<file path="src/rtl/mac_accumulator.sv">
// mac_accumulator: saturating signed dot-product accumulator with valid/ready result handshake
module mac_accumulator #(
  parameter int PROD_W = 64,
  parameter int ACC_W  = 72,
  parameter int CNT_W  = 16
) (
  input  logic              clk,
  input  logic              rst_n,
  input  logic              in_Clear,
  input  logic              in_Valid,
  output logic              in_Ready,
  input  logic [PROD_W-1:0] in_Z,
  input  logic              in_Last,
  output logic              out_Valid,
  input  logic              out_Ready,
  output logic [ACC_W-1:0]  out_Acc,
  output logic [CNT_W-1:0]  out_Count,
  output logic              out_Overflow
);
  localparam logic [1:0] IDLE  = 2'd0;
  localparam logic [1:0] ACCUM = 2'd1;
  localparam logic [1:0] DONE  = 2'd2;
  logic [1:0]       state;
  logic [ACC_W-1:0] ext;
  logic [ACC_W:0]   sum;
  logic             sat_hit;
  logic [ACC_W-1:0] nxt;
  logic             beat;
  assign ext       = ACC_W'($signed(in_Z));
  assign sum       = {out_Acc[ACC_W-1], out_Acc} + {ext[ACC_W-1], ext};
  // the extra top bit disagreeing with the accumulator sign bit means the true sum left the range
  assign sat_hit   = sum[ACC_W] ^ sum[ACC_W-1];
  assign nxt       = sat_hit ? (sum[ACC_W] ? {1'b1, {(ACC_W-1){1'b0}}} : {1'b0, {(ACC_W-1){1'b1}}})
                             : sum[ACC_W-1:0];
  assign in_Ready  = state != DONE;
  assign out_Valid = state == DONE;
  assign beat      = in_Valid && in_Ready;
  always_ff @(posedge clk or negedge rst_n) begin
    if (!rst_n) begin
      state        <= IDLE;
      out_Acc      <= '0;
      out_Count    <= '0;
      out_Overflow <= 1'b0;
    end else if (in_Clear) begin
      state        <= IDLE;
      out_Acc      <= '0;
      out_Count    <= '0;
      out_Overflow <= 1'b0;
    end else if (state == DONE) begin
      if (out_Ready) state <= IDLE;
    end else if (beat) begin
      state        <= in_Last ? DONE : ACCUM;
      out_Acc      <= (state == IDLE) ? ext : nxt;
      out_Count    <= (state == IDLE) ? CNT_W'(1) : ((&out_Count) ? out_Count : out_Count + 1'b1);
      out_Overflow <= (state == IDLE) ? 1'b0 : (out_Overflow | sat_hit);
    end
  end
endmodule

</file>
<file path="config.mk">
export PLATFORM = sky130hd
export DESIGN_NAME = mac_accumulator
export DESIGN_NICKNAME = d
export VERILOG_FILES = /design/src/rtl/mac_accumulator.sv
export SDC_FILE = /design/constraint.sdc
export NUM_CORES = 1
export LEC_CHECK = 0
export CORE_MARGIN = 2
export CORE_UTILIZATION = 45
export DETAILED_ROUTE_END_ITERATION = 10
export PLACE_DENSITY = 0.7
export SLEW_MARGIN = 20
export SYNTH_ARGS = -nofsm -noshare
export SYNTH_HDL_FRONTEND = slang
export SYNTH_SLANG_ARGS = --single-unit
</file>
<file path="constraint.sdc">
create_clock -name clk -period 3.7 [get_ports clk]
set_input_delay 0.74 -clock clk [delete_from_list [all_inputs] [get_ports clk]]
set_output_delay 0.74 -clock clk [all_outputs]
set_load 0.02 [all_outputs]
</file>
==> Yosys cells after proc, flatten, opt, wreduce, memory -nomap -nowiden <==
Index checks and enable logic that the tools add are counted.
{ "totals": {"register_bits": 91} }
{ "op_classes": {"n_reduce_logical": 8, "eq_ne": 5, "add_sub_neg": 2, "muxes": 20, "bitwise_logic": 2} }
{ "op_table": {"columns": ["operator", "n"], "rows": [
  ["$mux 72", 6],
  ["$mux 16", 5],
  ["$add 72x64->73", 1],
  ["$add 16x1->16 const B", 1],
  ["$reduce_and 16->1", 1],
  ["$mux 2", 5],
  ["$mux 1", 4],
  ["$ne 2x2->1 const B", 2],
  ["$reduce_and 2->1", 2],
  ["$ne 3x2->1 const B", 1],
  ["$ne 3x3->1 const B", 1],
  ["$reduce_and 3->1", 1],
  ["$reduce_bool 3->1", 1],
  ["$eq 2x2->1 const B", 1],
  ["$logic_not 2->1", 1],
  ["$reduce_bool 2->1", 1],
  ["$logic_and 1x1->1", 1],
  ["$or 1x1->1", 1],
  ["$xor 1x1->1", 1]
]} }

==> Depth between registers and ports, before layout <==
Gate-level depths: netlist of the first run.
{ "logic_depth": {"depth_word": 7, "mapped_depth": 13, "ltp_nobuf": 11} }

==> Worst setup path before layout of the first run <==
OpenSTA, ideal clock, no wires.
{ "synth_timing": {"path_kind": "input port to flip-flop", "startpoint": "in in_Z[0]", "endpoint": "reg out_Acc[62]", "t_required_ns": 3.574, "arrival_ns": 3.403, "path_stages": 11, "setup_slack_ns": 0.171, "setup_ns": 0.126, "path_buffers": 0, "cell_sequence": "ha_1 fa_1 a211oi_1 o211ai_1 a2111oi_1 a2111oi_2 o2111ai_1 a21boi_1 or3_1 a21oi_1 o31ai_2"} }
{ "synth_via": {"elab_chain_cells": 7} }
{ "synth_rtl": {"columns": ["element", "line_no", "text"], "rows": [
  ["from (decl)", "12", "input logic [PROD_W-1:0] in_Z,"],
  ["$add 72x64->73 *", "30", "assign sum = {out_Acc[ACC_W-1], out_Acc} + {ext[ACC_W-1], ext};"],
  ["$mux 72 or $xor 1x1->1 (tied branches)", "33, 32", null],
  ["$mux 72 *", "33", "assign nxt = sat_hit ? (sum[ACC_W] ? {1'b1, {(ACC_W-1){1'b0}}} : {1'b0, {(ACC_W-1){1'b1}}})"],
  ["$mux 72 *", "53", "out_Acc <= (state == IDLE) ? ext : nxt;"],
  ["$mux 72 *", "51", "end else if (beat) begin"],
  ["$mux 72 *", "49", "end else if (state == DONE) begin"],
  ["$mux 72 *", "44", "end else if (in_Clear) begin"],
  ["to (signal assigned)", "53", null],
  ["to (decl)", "16", "output logic [ACC_W-1:0] out_Acc,"]
]} }
Every way passes the cells marked *; elsewhere a longest branch is shown, timed or not. The select of a mux whose other input is x is not followed.
A chain may end at the register's enable or synchronous reset.

==> Worst setup path after layout of the first run <==
{ "layout_timing": {"startpoint": "in in_Z[16]", "endpoint": "reg out_Acc[57]"} }
Same word-level chain as after synthesis.

==> results.txt, run 1 <==
- For the final database, setup skew stands at 11.1 ps.
- At the end of routability-driven placement, the weighted congestion stood at roughly 0.94.
- Core Area: 19,400 µm²
- In this run the static leakage power is around 6 nW.
- Global routing used 30.6% of the available tracks across all layers.
- CTS clk-pin slew, worst paths: about 80 ps
- Crit Path Category: in -> reg
- Counting cells, the worst reg-to-reg path comes to 15.
- Starting Density: a little under half
- For this block, the initial DRC count from the detailed router was 730.
- The number of placed instances, taps included, is about 1,800.
- The final layout contains routed wiring with a total length of 32.8 mm.
- Cell types with the largest area share after synthesis: sky130_fd_sc_hd__dfrtp_1, sky130_fd_sc_hd__ha_1, sky130_fd_sc_hd__a21oi_1
- The synthesized netlist contains 70 unique library cells.
* Fraction of layout instances using a drive strength above 1: 26.0%
- Number of inserted diodes: 0
* Critical path required time: a little under 4000 ps
- Critical path's most frequent cell: sky130_fd_sc_hd__buf_4
* Relative area change from synthesis to final layout: 55.4%
- Global route total overflow: 0
- Root cell of the clock tree: sky130_fd_sc_hd__clkbuf_16
* Hold crit path type: in -> async
- Simple-gate share of the synthesized area: 19.0%
* Maximum clock rate: roughly 0.27 GHz
* Number of antenna-violating nets in the routed design: 0
* Top Ports: roughly 160
* Cell accounting for the most synthesized area: sky130_fd_sc_hd__dfrtp_1
- After Yosys synthesis, full adders, half adders and majority gates account for 10.5% of the synthesized area.
- Summed over all nets, the half-perimeter wirelength after detailed placement is 24.6 mm.
- Number of synthesis warnings: 0
* Routed length per instance: 17.9 µm
- IR analysis of the VDD net gives a maximum drop of 0.000283 V.
* Hold buffer count at cts: 0
- Bufs on Longest Clock Path: 2
- Vias: 10,600
* Post-synth top area share: 25.7%
* Post-layout minimum cycle time: 3670 ps
* Combinational family with the most area after synthesis: compound AO/OA/AOI/OAI gates
- The startpoint identified for the worst register-to-register timing path is out_Acc[0]$_DFFE_PN0P_.
- Worst Tran Pin Value: 942 ps
- Top cell family by delay on the critical path: compound AO/OA/AOI/OAI gates
- Total die area: 20,900 µm²
- Sequential cell area fraction in the yosys report: 25.7%
* Mapped Area: slightly below 9000 µm²
- In the routed design, unresolved DRC markers number 0.
- Count of endpoints failing setup in the final report: 0
- Outcome: finished clean
* Number of failing hold endpoints at the final stage: 0
- In this run the worst path has a maximum fanout of 4.
- Highest-count cells in the layout ignoring fill and taps: sky130_fd_sc_hd__buf_4, sky130_fd_sc_hd__a21oi_1, sky130_fd_sc_hd__clkdlybuf4s50_1, sky130_fd_sc_hd__nor2_1, sky130_fd_sc_hd__nand2_1
- Worst slew margin relative to its limit: 36.9%
- Async set-reset flop share out of synthesis: 100%
- Counting the buffers created by CTS gives 9.
* Total Neg Setup Slack: 0 ps
* Die Y: 144 µm
- After Yosys synthesis, XOR and XNOR cells account for 6.81% of the synthesized area.
* Layout net count: 1,708
- The clock drives 91 sinks.
- Buffer and inverter count on the worst path: 3
* Clock latency on the worst-skew pair: 370 ps
- Row Count: 51
- In the synthesized netlist, mux cells make up 0% of the area.
- STA classifies the critical path endpoint as a register.
* Horizontal die dimension: 144 µm
- Category of the worst setup path launch point: input port
- Flip-flop cell with the highest count after synthesis: sky130_fd_sc_hd__dfrtp_1
- The initial antenna violation count came to 0.
- Counting every instance in the synthesized netlist gives 1,144.
- The count of buffers added on input and output ports is 160.
* Setup slack, reg-to-reg: between 300 and 400 ps
- Worst-path cell with the longest stage delay: sky130_fd_sc_hd__a311oi_1
- Vias in the first global route: 10,200
- Filler-free cell count of the finished design: between 1,500 and 2,000
- Number of max-slew violations in the final report: 0
- TritonCTS built the clock tree.
- Max-cap violations in this run came to 0.
- Entering global routing, the biggest net connects 81 pins.
- The average instance in the mapped netlist occupies 7.76 µm².
- Maximum level of the CTS H-tree: 3
- Dividing total power by cell area gives a power density of 405 nW/µm².
- On the worst path, the slowest cell contributes a delay of between 500 and 600 ps.
- The pre-antenna-repair detailed-routing pass consisted of 5 iterations.
* Fraction of the mapped netlist area in compound gates: 33.6%
- Counting every net in the synthesized netlist gives 1,288.
* First-pass GRT wire length: 50.9 mm
- The endpoint identified for the worst register-to-register timing path is out_Acc[32]$_DFFE_PN0P_.
- After detailed routing, the number of vias per cell comes to 5.77.
- Post-synthesis register bit count: approximately 90
- EDFF count, synth: 0
* Final period utilization: approximately 99%
- Cells traversed along the worst timing path: clkdlybuf4s50_1 > ha_1 > buf_4 > nand2_1 > nor3_1 > a221oi_1 > buf_4 > a311oi_1 > a211oi_2 > o21ai_0 > xnor2_1 > a21oi_1 > a22o_1
- STA puts the critical path data arrival time at 3920 ps.
- The library cell used most frequently in the layout, excluding fill and tap cells, is sky130_fd_sc_hd__buf_4.
## registers in the layout (all words and copies together) (netlist names)
name and count:
out_Acc 72, out_Count 16, state 2, out_Overflow 1
## cells in the mapped netlist, types with 6 or more instances
cell type	n
sky130_fd_sc_hd__o211ai_1	22
sky130_fd_sc_hd__o31ai_1	10
sky130_fd_sc_hd__clkbuf_1	35
sky130_fd_sc_hd__a22o_1	47
sky130_fd_sc_hd__buf_2	17
sky130_fd_sc_hd__nor3_1	14
sky130_fd_sc_hd__and3_1	6
sky130_fd_sc_hd__xor2_1	31
sky130_fd_sc_hd__inv_1	30
sky130_fd_sc_hd__o21ai_1	16
sky130_fd_sc_hd__nand4_1	35
sky130_fd_sc_hd__o21ai_0	70
sky130_fd_sc_hd__o21a_1	9
sky130_fd_sc_hd__a21o_1	17
sky130_fd_sc_hd__nor4_1	6
sky130_fd_sc_hd__or3_1	16
sky130_fd_sc_hd__dfrtp_1	91
sky130_fd_sc_hd__a211oi_1	12
sky130_fd_sc_hd__o21bai_1	15
sky130_fd_sc_hd__nand3_1	21
sky130_fd_sc_hd__xnor2_1	38
sky130_fd_sc_hd__a31oi_1	8
sky130_fd_sc_hd__nand2b_1	7
sky130_fd_sc_hd__ha_1	73
sky130_fd_sc_hd__nor2_1	127
sky130_fd_sc_hd__a21oi_1	166
sky130_fd_sc_hd__nand2_1	116
## through the flow
stage	hold slack, ps	util, %	power (W)	setup WS, ps	instance area [µm²]
3_3_place_gp	498	66.1	0.00429	-473	12800
2_1_floorplan	444	-	0.00287	171	8870
6_report	427	71.1	0.00558	28.1	13800
5_1_grt	479	71.1	0.00591	-29.2	13800
4_1_cts	529	68.7	0.00542	3.01	13300
3_5_place_dp	512	66.1	0.00433	-645	12800
## cell type report
cell class	instances	area [µm²]
clock buffer	9	225
clock inverter	7	67.6
fill	1568	5610
inverter	30	113
multi-input combinational	964	6710
sequential	91	2280
tap	265	332
timing repair buffer	468	4060
## power breakdown
group	leakage [nW]	internal (W)	switching [W]	total [W]
clock network	0.142	0.000476	0.000484	0.000961
logic	4.75	0.00166	0.00172	0.00338
registers	1.22	0.00111	0.000137	0.00125
## routing by layer
layer | GRT usage (%) | part of all wire (%)
met4 | 10.1 | 2.6
met2 | 51.5 | 47
met5 | 0 | 0
met1 | 40.6 | 44
met3 | 4.17 | 5.9
## what timing repair did
action	in CTS	in global routing
pin swaps	12	28
setup endpoints to repair	67	71
setup buffers	10	3
hold endpoints to repair	0	0
gates resized for setup	21	82
cloned	2	0
## logic make-up after synthesis
logic type,Yosys count
simple gates,368
flops,91
compound gates,453
fa+ha+maj,74
buf+inv,89
xor+xnor,69
## worst max-delay path by stage
stage                   from                      end  depth (start not counted)
finish              in_Z[16]  out_Acc[57]$_DFFE_PN0P_                         13
global route         in_Z[0]  out_Acc[36]$_DFFE_PN0P_                         16
floorplan            in_Z[0]  out_Acc[62]$_DFFE_PN0P_                         11
global placement    in_Z[63]  out_Acc[55]$_DFFE_PN0P_                         13
CTS                  in_Z[0]  out_Acc[32]$_DFFE_PN0P_                         17
detailed placement   in_Z[0]  out_Acc[40]$_DFFE_PN0P_                         15
No activity file was read; power rests on OpenSTA's default activity.
==> run 2, diff against run 1 <==
--- a/config.mk
+++ b/config.mk
@@ -7,6 +7,7 @@
 export LEC_CHECK = 0
 export CORE_MARGIN = 2
 export CORE_UTILIZATION = 45
+export CTS_BUF_LIST = sky130_fd_sc_hd__clkbuf_8
 export DETAILED_ROUTE_END_ITERATION = 10
 export PLACE_DENSITY = 0.7
 export SLEW_MARGIN = 20
==> results.txt, run 2 (synthesis gave the netlist of run 1 again) <==
- Number of flip-flops in the largest register: 72
- PnR worst setup slack: 76.9 ps
* GRT Resource Usage Total: 30.2%
* Clock tree skew after final layout: 13.6 ps
- Setup violations remaining at the end of the flow were counted as 0.
- TritonCTS created 9 clock buffers.
* Worst-path cell with the longest stage delay: sky130_fd_sc_hd__or3_1
- Dividing the detail-routed wire length by the instance count gives between 15 and 20 µm.
- Root cell of the clock tree: sky130_fd_sc_hd__clkbuf_8
- Global Route met2 Usage: 50.5%
- Row Count: 51
- At the pin with the least slew margin, the transition time is roughly 950 ps.
* Core Area: about 19,000 µm²
- Wire length after detailed routing: 32.0 mm
* Maximum clock rate: 0.276 GHz
- Relative area change from synthesis to final layout: 52.7%
- Registers with the highest flip-flop counts: out_Acc x72, out_Count x16, state x2
- Hold crit path type: in -> async
- The largest single stage delay on the critical path is 440 ps.
* Clock Power Share: 13.6%
* Final period utilization: 97.9%
* Top Ports: roughly 160
- Number of max-slew violations in the final report: 0
- Data arrives at the worst endpoint at just under 4000 ps.
- Horizontal die dimension: 144 µm
- Sinks on Clock Net: 91
- Routability congestion estimate: 0.940
- Hold is met by 373 ps.
- Power spread over the standard cell area amounts to 389 nW/µm².
- Combinational share of power: a little over three fifths
* Worst setup slack after placement: -645 ps
- out_Acc holds more flip-flops than any other register.
- Across the whole layout, storage elements account for 2280 µm².
* Number of iterations in the first detailed-routing pass: 5
- First-pass GRT wire length: between 50 and 60 mm
- In this run the power spent charging and discharging nets is 0.00226 W.
- Total Neg Setup Slack: 0 ps
- Clock latency on the worst-skew pair: 400 ps
- Starting Density: 45.7%
* Post-Route Utilization: 69.9%
* Category of the worst setup path launch point: input port
- Entering global routing, the biggest net connects 81 pins.
- Net switching is 43.0% of the power.
* Multi-input logic area: ~6600 µm²
- The number of antenna diodes in the final layout is 0.
* Crit path capture type: register
- Number of failing hold endpoints at the final stage: 0
- The library cells used most frequently in the layout, excluding fill and tap cells, are sky130_fd_sc_hd__buf_4, sky130_fd_sc_hd__a21oi_1, sky130_fd_sc_hd__clkdlybuf4s50_1, sky130_fd_sc_hd__nor2_1, sky130_fd_sc_hd__nand2_1.
* GR met1 Demand/Resource: about 40%
* Leak Pwr: 6.05 nW
* CTS clk-pin slew, worst paths: 110 ps
- Hold buffer count at cts: 0
- Clock tree from TritonCTS: built
- Die Y: 144 µm
- Worst slew margin relative to its limit: 36.7%
- Crit Path Category: in -> reg
- Maximum capacitance violations: 0
- The initial antenna violation count is 0.
* Global route total overflow: 0
- For this run, design rule violations remaining after detail routing come to 0.
- The finished cells cover 13,600 µm².
- For this block, the initial DRC count from the detailed router was 722.
- The H-tree generated during clock tree synthesis spans 3 levels.
* Critical path required time: 4020 ps
- Global routing used 3.91% of the available met3 tracks.
* Total die area: 20,900 µm²
- Layout net count: 1,705
- Critical path's most frequent cell: sky130_fd_sc_hd__buf_4
- Share of total power in sequential cells: 23.6%
* Outcome: finished clean
* Vias: 10,500
- Fill cell total of the finished layout: 1,611
- Post-layout minimum cycle time: 3620 ps
* Number of antenna-violating nets in the routed design: 0
* Post-detailed-placement half-perimeter wirelength: between 20 and 25 mm
* Largest driver fanout on the critical path: 7
- Cell area after placement: about 13,000 µm²
- Input/output buffers: 160
* Bufs on Longest Clock Path: 2
- Maximum vdd drop: about 0.00026 V
- Vias in the first global route: 10,100
* Fraction of layout instances using a drive strength above 1: between 20 and 25%
- The global routing stage identified its most utilized layer as met2.
- Per-cell via count in the routed design: 5.72
- The critical path goes through clkdlybuf4s50_1 > ha_2 > buf_4 > nand4_1 > or3_1 > a211oi_2 > o21ai_2 > buf_4 > a31o_4 > o31ai_4 > buf_6 > buf_4 > a21oi_1 > o31ai_2.
- Cell-internal power: 0.00301 W
- Leaving out fill and tap cells, the most frequent cell in the layout is sky130_fd_sc_hd__buf_4.
[run 2: cell types whose count changed in the layout (fill, tap and decap cells not counted), moves of 4 or more]
cell / before / now
sky130_fd_sc_hd__ha_1: 47 / 53
sky130_fd_sc_hd__clkbuf_16: 9 / 0
sky130_fd_sc_hd__ha_4: 20 / 16
sky130_fd_sc_hd__clkbuf_8: 0 / 9
[run 2: power groups by stage]
stage,Sequential (W),Combinational [W],Clock (W)
final,0.00124,0.00331,0.000718
after global routing,0.00126,0.00357,0.000769
after CTS,0.00123,0.00318,0.000729
after detailed placement,0.00124,0.00309,0
after global placement,0.00124,0.00305,0
after floorplan,0.00136,0.00151,0
[run 2: area by class of cell]
class	count	share of cell area [%]
clock inverters	7	0.499
repair buffers	465	29.8
multi-input cells	964	48.7
inverters	30	0.831
flip-flops and latches	91	16.8
clock buffers	9	0.914
well taps	265	2.45
[run 2: path summary, 6_finish.rpt]
| path | from | to | slack, ps | cells past startpoint |
|---|---|---|---|---|
| min | rst_n | out_Acc[30]$_DFFE_PN0P_ | 370 | 1 |
| min reg2reg | out_Acc[44]$_DFFE_PN0P_ | out_Acc[44]$_DFFE_PN0P_ | 540 | 2 |
| min in group clk | out_Acc[44]$_DFFE_PN0P_ | out_Acc[44]$_DFFE_PN0P_ | 540 | 2 |
| max reg2reg | out_Acc[0]$_DFFE_PN0P_ | out_Acc[3]$_DFFE_PN0P_ | 300 | 14 |
| max in group asynchronous | rst_n | out_Acc[59]$_DFFE_PN0P_ | 2700 | 2 |
| max | in_Z[26] | out_Acc[60]$_DFFE_PN0P_ | 80 | 14 |
[run 2: repair_timing]
action                     CTS  global route
cloned                       1             0
setup endpoints to repair   64            71
resized for setup           19            60
pin swaps                    6            18
buffers inserted             7             3
[run 2: metrics by stage]
step	instances	power [W]
4_1_cts	1828	0.00514
2_1_floorplan	1144	0.00287
3_5_place_dp	1804	0.00433
3_3_place_gp	1804	0.00429
6_report	1831	0.00527
5_1_grt	1831	0.00560
[run 2: metal layers]
metal  part of all wire, %  vias to the layer above  wire length (µm)
li1                      -                     5097                 -
met1                    45                     5019             14300
met5                     0                        -                 0
met4                   2.5                        0               802
met3                   5.3                       58              1700
met2                    48                      297             15300
[run 2: critical path: cells and delay by family]
| kind | cells | cell delay [ps] |
|---|---|---|
| compound gates | 6 | 1180 |
| fa+ha+maj | 1 | 400 |
| buf+inv | 5 | 1010 |
| simple gates | 2 | 600 |
==> run 3, diff against run 2 <==
==> constraint.sdc (replaced) <==
create_clock -name clk -period 4.7 [get_ports clk]
set_input_delay 0.94 -clock clk [delete_from_list [all_inputs] [get_ports clk]]
set_output_delay 0.94 -clock clk [all_outputs]
set_load 0.02 [all_outputs]
==> results.txt, run 3 (synthesis gave the netlist of run 1 again) <==
* Outcome: finished clean
* Routability congestion estimate: around 0.93
- Clock tree skew after final layout: 17.8 ps
- Clock latency on the worst-skew pair: slightly above 400 ps
* Number of iterations in the first detailed-routing pass: 5
- Worst-path cell with the longest stage delay: sky130_fd_sc_hd__o21ai_0
- The signal on the critical path passes through clkdlybuf4s50_1 > ha_1 > a21oi_1 > o21ai_0 > a32oi_1 > a2111oi_2 > o2111ai_1 > buf_4 > a21boi_1 > o21ai_1 > xor2_1 > o211ai_1.
- Number of antenna-violating nets in the routed design: 0
* Largest driver fanout on the critical path: 6
- Counting the buffers created by CTS gives 9.
- The number of hold-slack violations in the final timing report came to 0.
- Relative area change from synthesis to final layout: 23.6%
* Maximum capacitance violations: 0
- Horizontal die dimension: 144 µm
- The critical path ends at out_Acc[66]$_DFFE_PN0P_.
- Critical path required time: between 4000 and 5000 ps
- The routed design could run at a clock period as short as 4250 ps.
* Registers with the highest flip-flop counts: out_Acc x72, out_Count x16, state x2
- In the layout the commonest cells are sky130_fd_sc_hd__a21oi_1, sky130_fd_sc_hd__clkdlybuf4s50_1, sky130_fd_sc_hd__nor2_1, sky130_fd_sc_hd__nand2_1, sky130_fd_sc_hd__dfrtp_1.
* Post-cts resize count: 0
- Tracing the worst setup path back leads to its startpoint at in_Z[23].
- The die covers between 20,000 and 25,000 µm².
* Buffer and inverter count on the worst path: 2
- Input/output buffers: 160
- CTS clk-pin slew, worst paths: 100 ps
- Summed over all layers, the routed wires come to 28.0 mm.
- The worst register-to-register path ends at out_Acc[66]$_DFFE_PN0P_.
* Initial antenna violation count: 0
- GRT Resource Usage Total: 26.8%
- The worst setup path is launched from an input port.
* Largest register by flop count: out_Acc
- The setup path with the least slack is of type in -> reg.
- TritonCTS built the clock tree.
- In this run the critical register-to-register path is launched from out_Acc[23]$_DFFE_PN0P_.
- Crit path capture type: register
- Detailed placement finished with a half-perimeter wire length of 21.7 mm.
- Critical path arrival: between 4000 and 5000 ps
* Setup bufs post-CTS: 0
* Hold buffer count at cts: 0
- In the routed design, unresolved DRC markers number 0.
- After detailed routing, the average wire length per cell comes to 18.0 µm.
- The longest clock path from root to sink contains 2 buffers.
* Hold crit path type: reg -> reg
* Vias: 9,308
* PnR worst setup slack: 455 ps
* Count of endpoints failing setup in the final report: 0
* Number of inserted diodes: 0
- Derived from the worst setup path, the maximum achievable clock frequency is roughly 0.24 GHz.
- The worst-case IR drop observed on VDD is 0.000162 V.
- The H-tree was split into 3 levels.
- In this design, the largest share of critical-path delay is due to compound AO/OA/AOI/OAI gates.
- Total Neg Setup Slack: 0 ps
- Number of cell instances on the worst register-to-register path: 11
- From bottom edge to top edge, the die measures 144 µm.
- For this run, the slowest stage of the critical path takes 640 ps.
- For flop-to-flop paths, the worst setup slack is 1020 ps.
* Sinks on Clock Net: slightly above 90
- In this run the number of cells on the critical path is 12.
* Maximum number of pins on one net before global-route repair: 76
- Number of flip-flops in the largest register: about 70
- Row Count: 51
- Leaving out fill and tap cells, the most frequent cell in the layout is sky130_fd_sc_hd__a21oi_1.
- Power per cell area: about 320 nW/µm²
- The core region is 19,400 µm².
- In the routed layout, each cell is associated on average with a via count of 5.99.
- about 160 I/O pins were placed.
- Starting Density: a little under half
* Layout net count: 1,427
* Fraction of layout instances using a drive strength above 1: 5.20%
- Detailed router's first-iteration violation count: 691
- First-pass GRT wire length: 44.9 mm
- Setup repair after global routing left no endpoint under its margin.
- Leak Pwr: 4.54 nW
- The tree is rooted in a sky130_fd_sc_hd__clkbuf_8.
* Global route total overflow: 0
* Worst slew margin relative to its limit: 38.8%
* Final period utilization: 90.3%
- Worst setup slack after placement: between 100 and 150 ps
* Vias in the first global route: ~9,000
- At the pin with the least slew margin, the transition time is 915 ps.
- Number of max-slew violations in the final report: 0
-- run 3: layout make-up --
cell class                      count  area (µm²)
Multi-Input combinational cell    964        6230
Sequential cell                    91        2280
Clock buffer                        9         124
Inverter                           30         113
Timing Repair Buffer              187        1830
Fill cell                        1869        8430
Tap cell                          265         332
Clock inverter                      7        66.3
-- run 3: worst min path at each step --
stage,startpoint,to,depth (start not counted)
after floorplan,state[0]$_DFFE_PN0P_,state[0]$_DFFE_PN0P_,2
after global placement,out_Acc[44]$_DFFE_PN0P_,out_Acc[44]$_DFFE_PN0P_,2
after detailed placement,out_Acc[30]$_DFFE_PN0P_,out_Acc[30]$_DFFE_PN0P_,2
after CTS,out_Acc[30]$_DFFE_PN0P_,out_Acc[30]$_DFFE_PN0P_,2
after global routing,out_Acc[60]$_DFFE_PN0P_,out_Acc[60]$_DFFE_PN0P_,2
final,out_Acc[30]$_DFFE_PN0P_,out_Acc[30]$_DFFE_PN0P_,2
-- run 3: per-stage QoR --
stage	area (µm²)	hold WS [ps]	cells	total power [W]	utilization (%)
after detailed placement	10800	510	1537	0.00290	55.5
after floorplan	8870	604	1144	0.00226	-
after CTS	11000	533	1553	0.00347	56.5
final	11000	532	1553	0.00348	56.5
after global placement	10800	498	1537	0.00288	55.5
after global routing	11000	549	1553	0.00372	56.5
-- run 3: metal layers --
layer | GRT usage, % | vias up | part of all wire, %
met5 | 0 | - | 0
met3 | 3.15 | 52 | 4.9
met2 | 43.1 | 302 | 46
met4 | 9.20 | 0 | 2.3
li1 | - | 4536 | -
met1 | 37.5 | 4418 | 47
-- run 3: tightest hold or removal path: cells and delay by family (launching register included) --
kind / cells / cell delay (ps)
flops: 1 / 380
simple gates: 1 / 60
compound gates: 1 / 60
-- run 3: report_power, final --
part | leakage, nW | total, W | switching [W] | internal (W)
sequential | 1.22 | 0.000968 | 0.0000940 | 0.000874
combinational | 3.23 | 0.00195 | 0.00114 | 0.000806
clock | 0.0918 | 0.000560 | 0.000354 | 0.000206
total | 4.54 | 0.00348 | 0.00159 | 0.00189
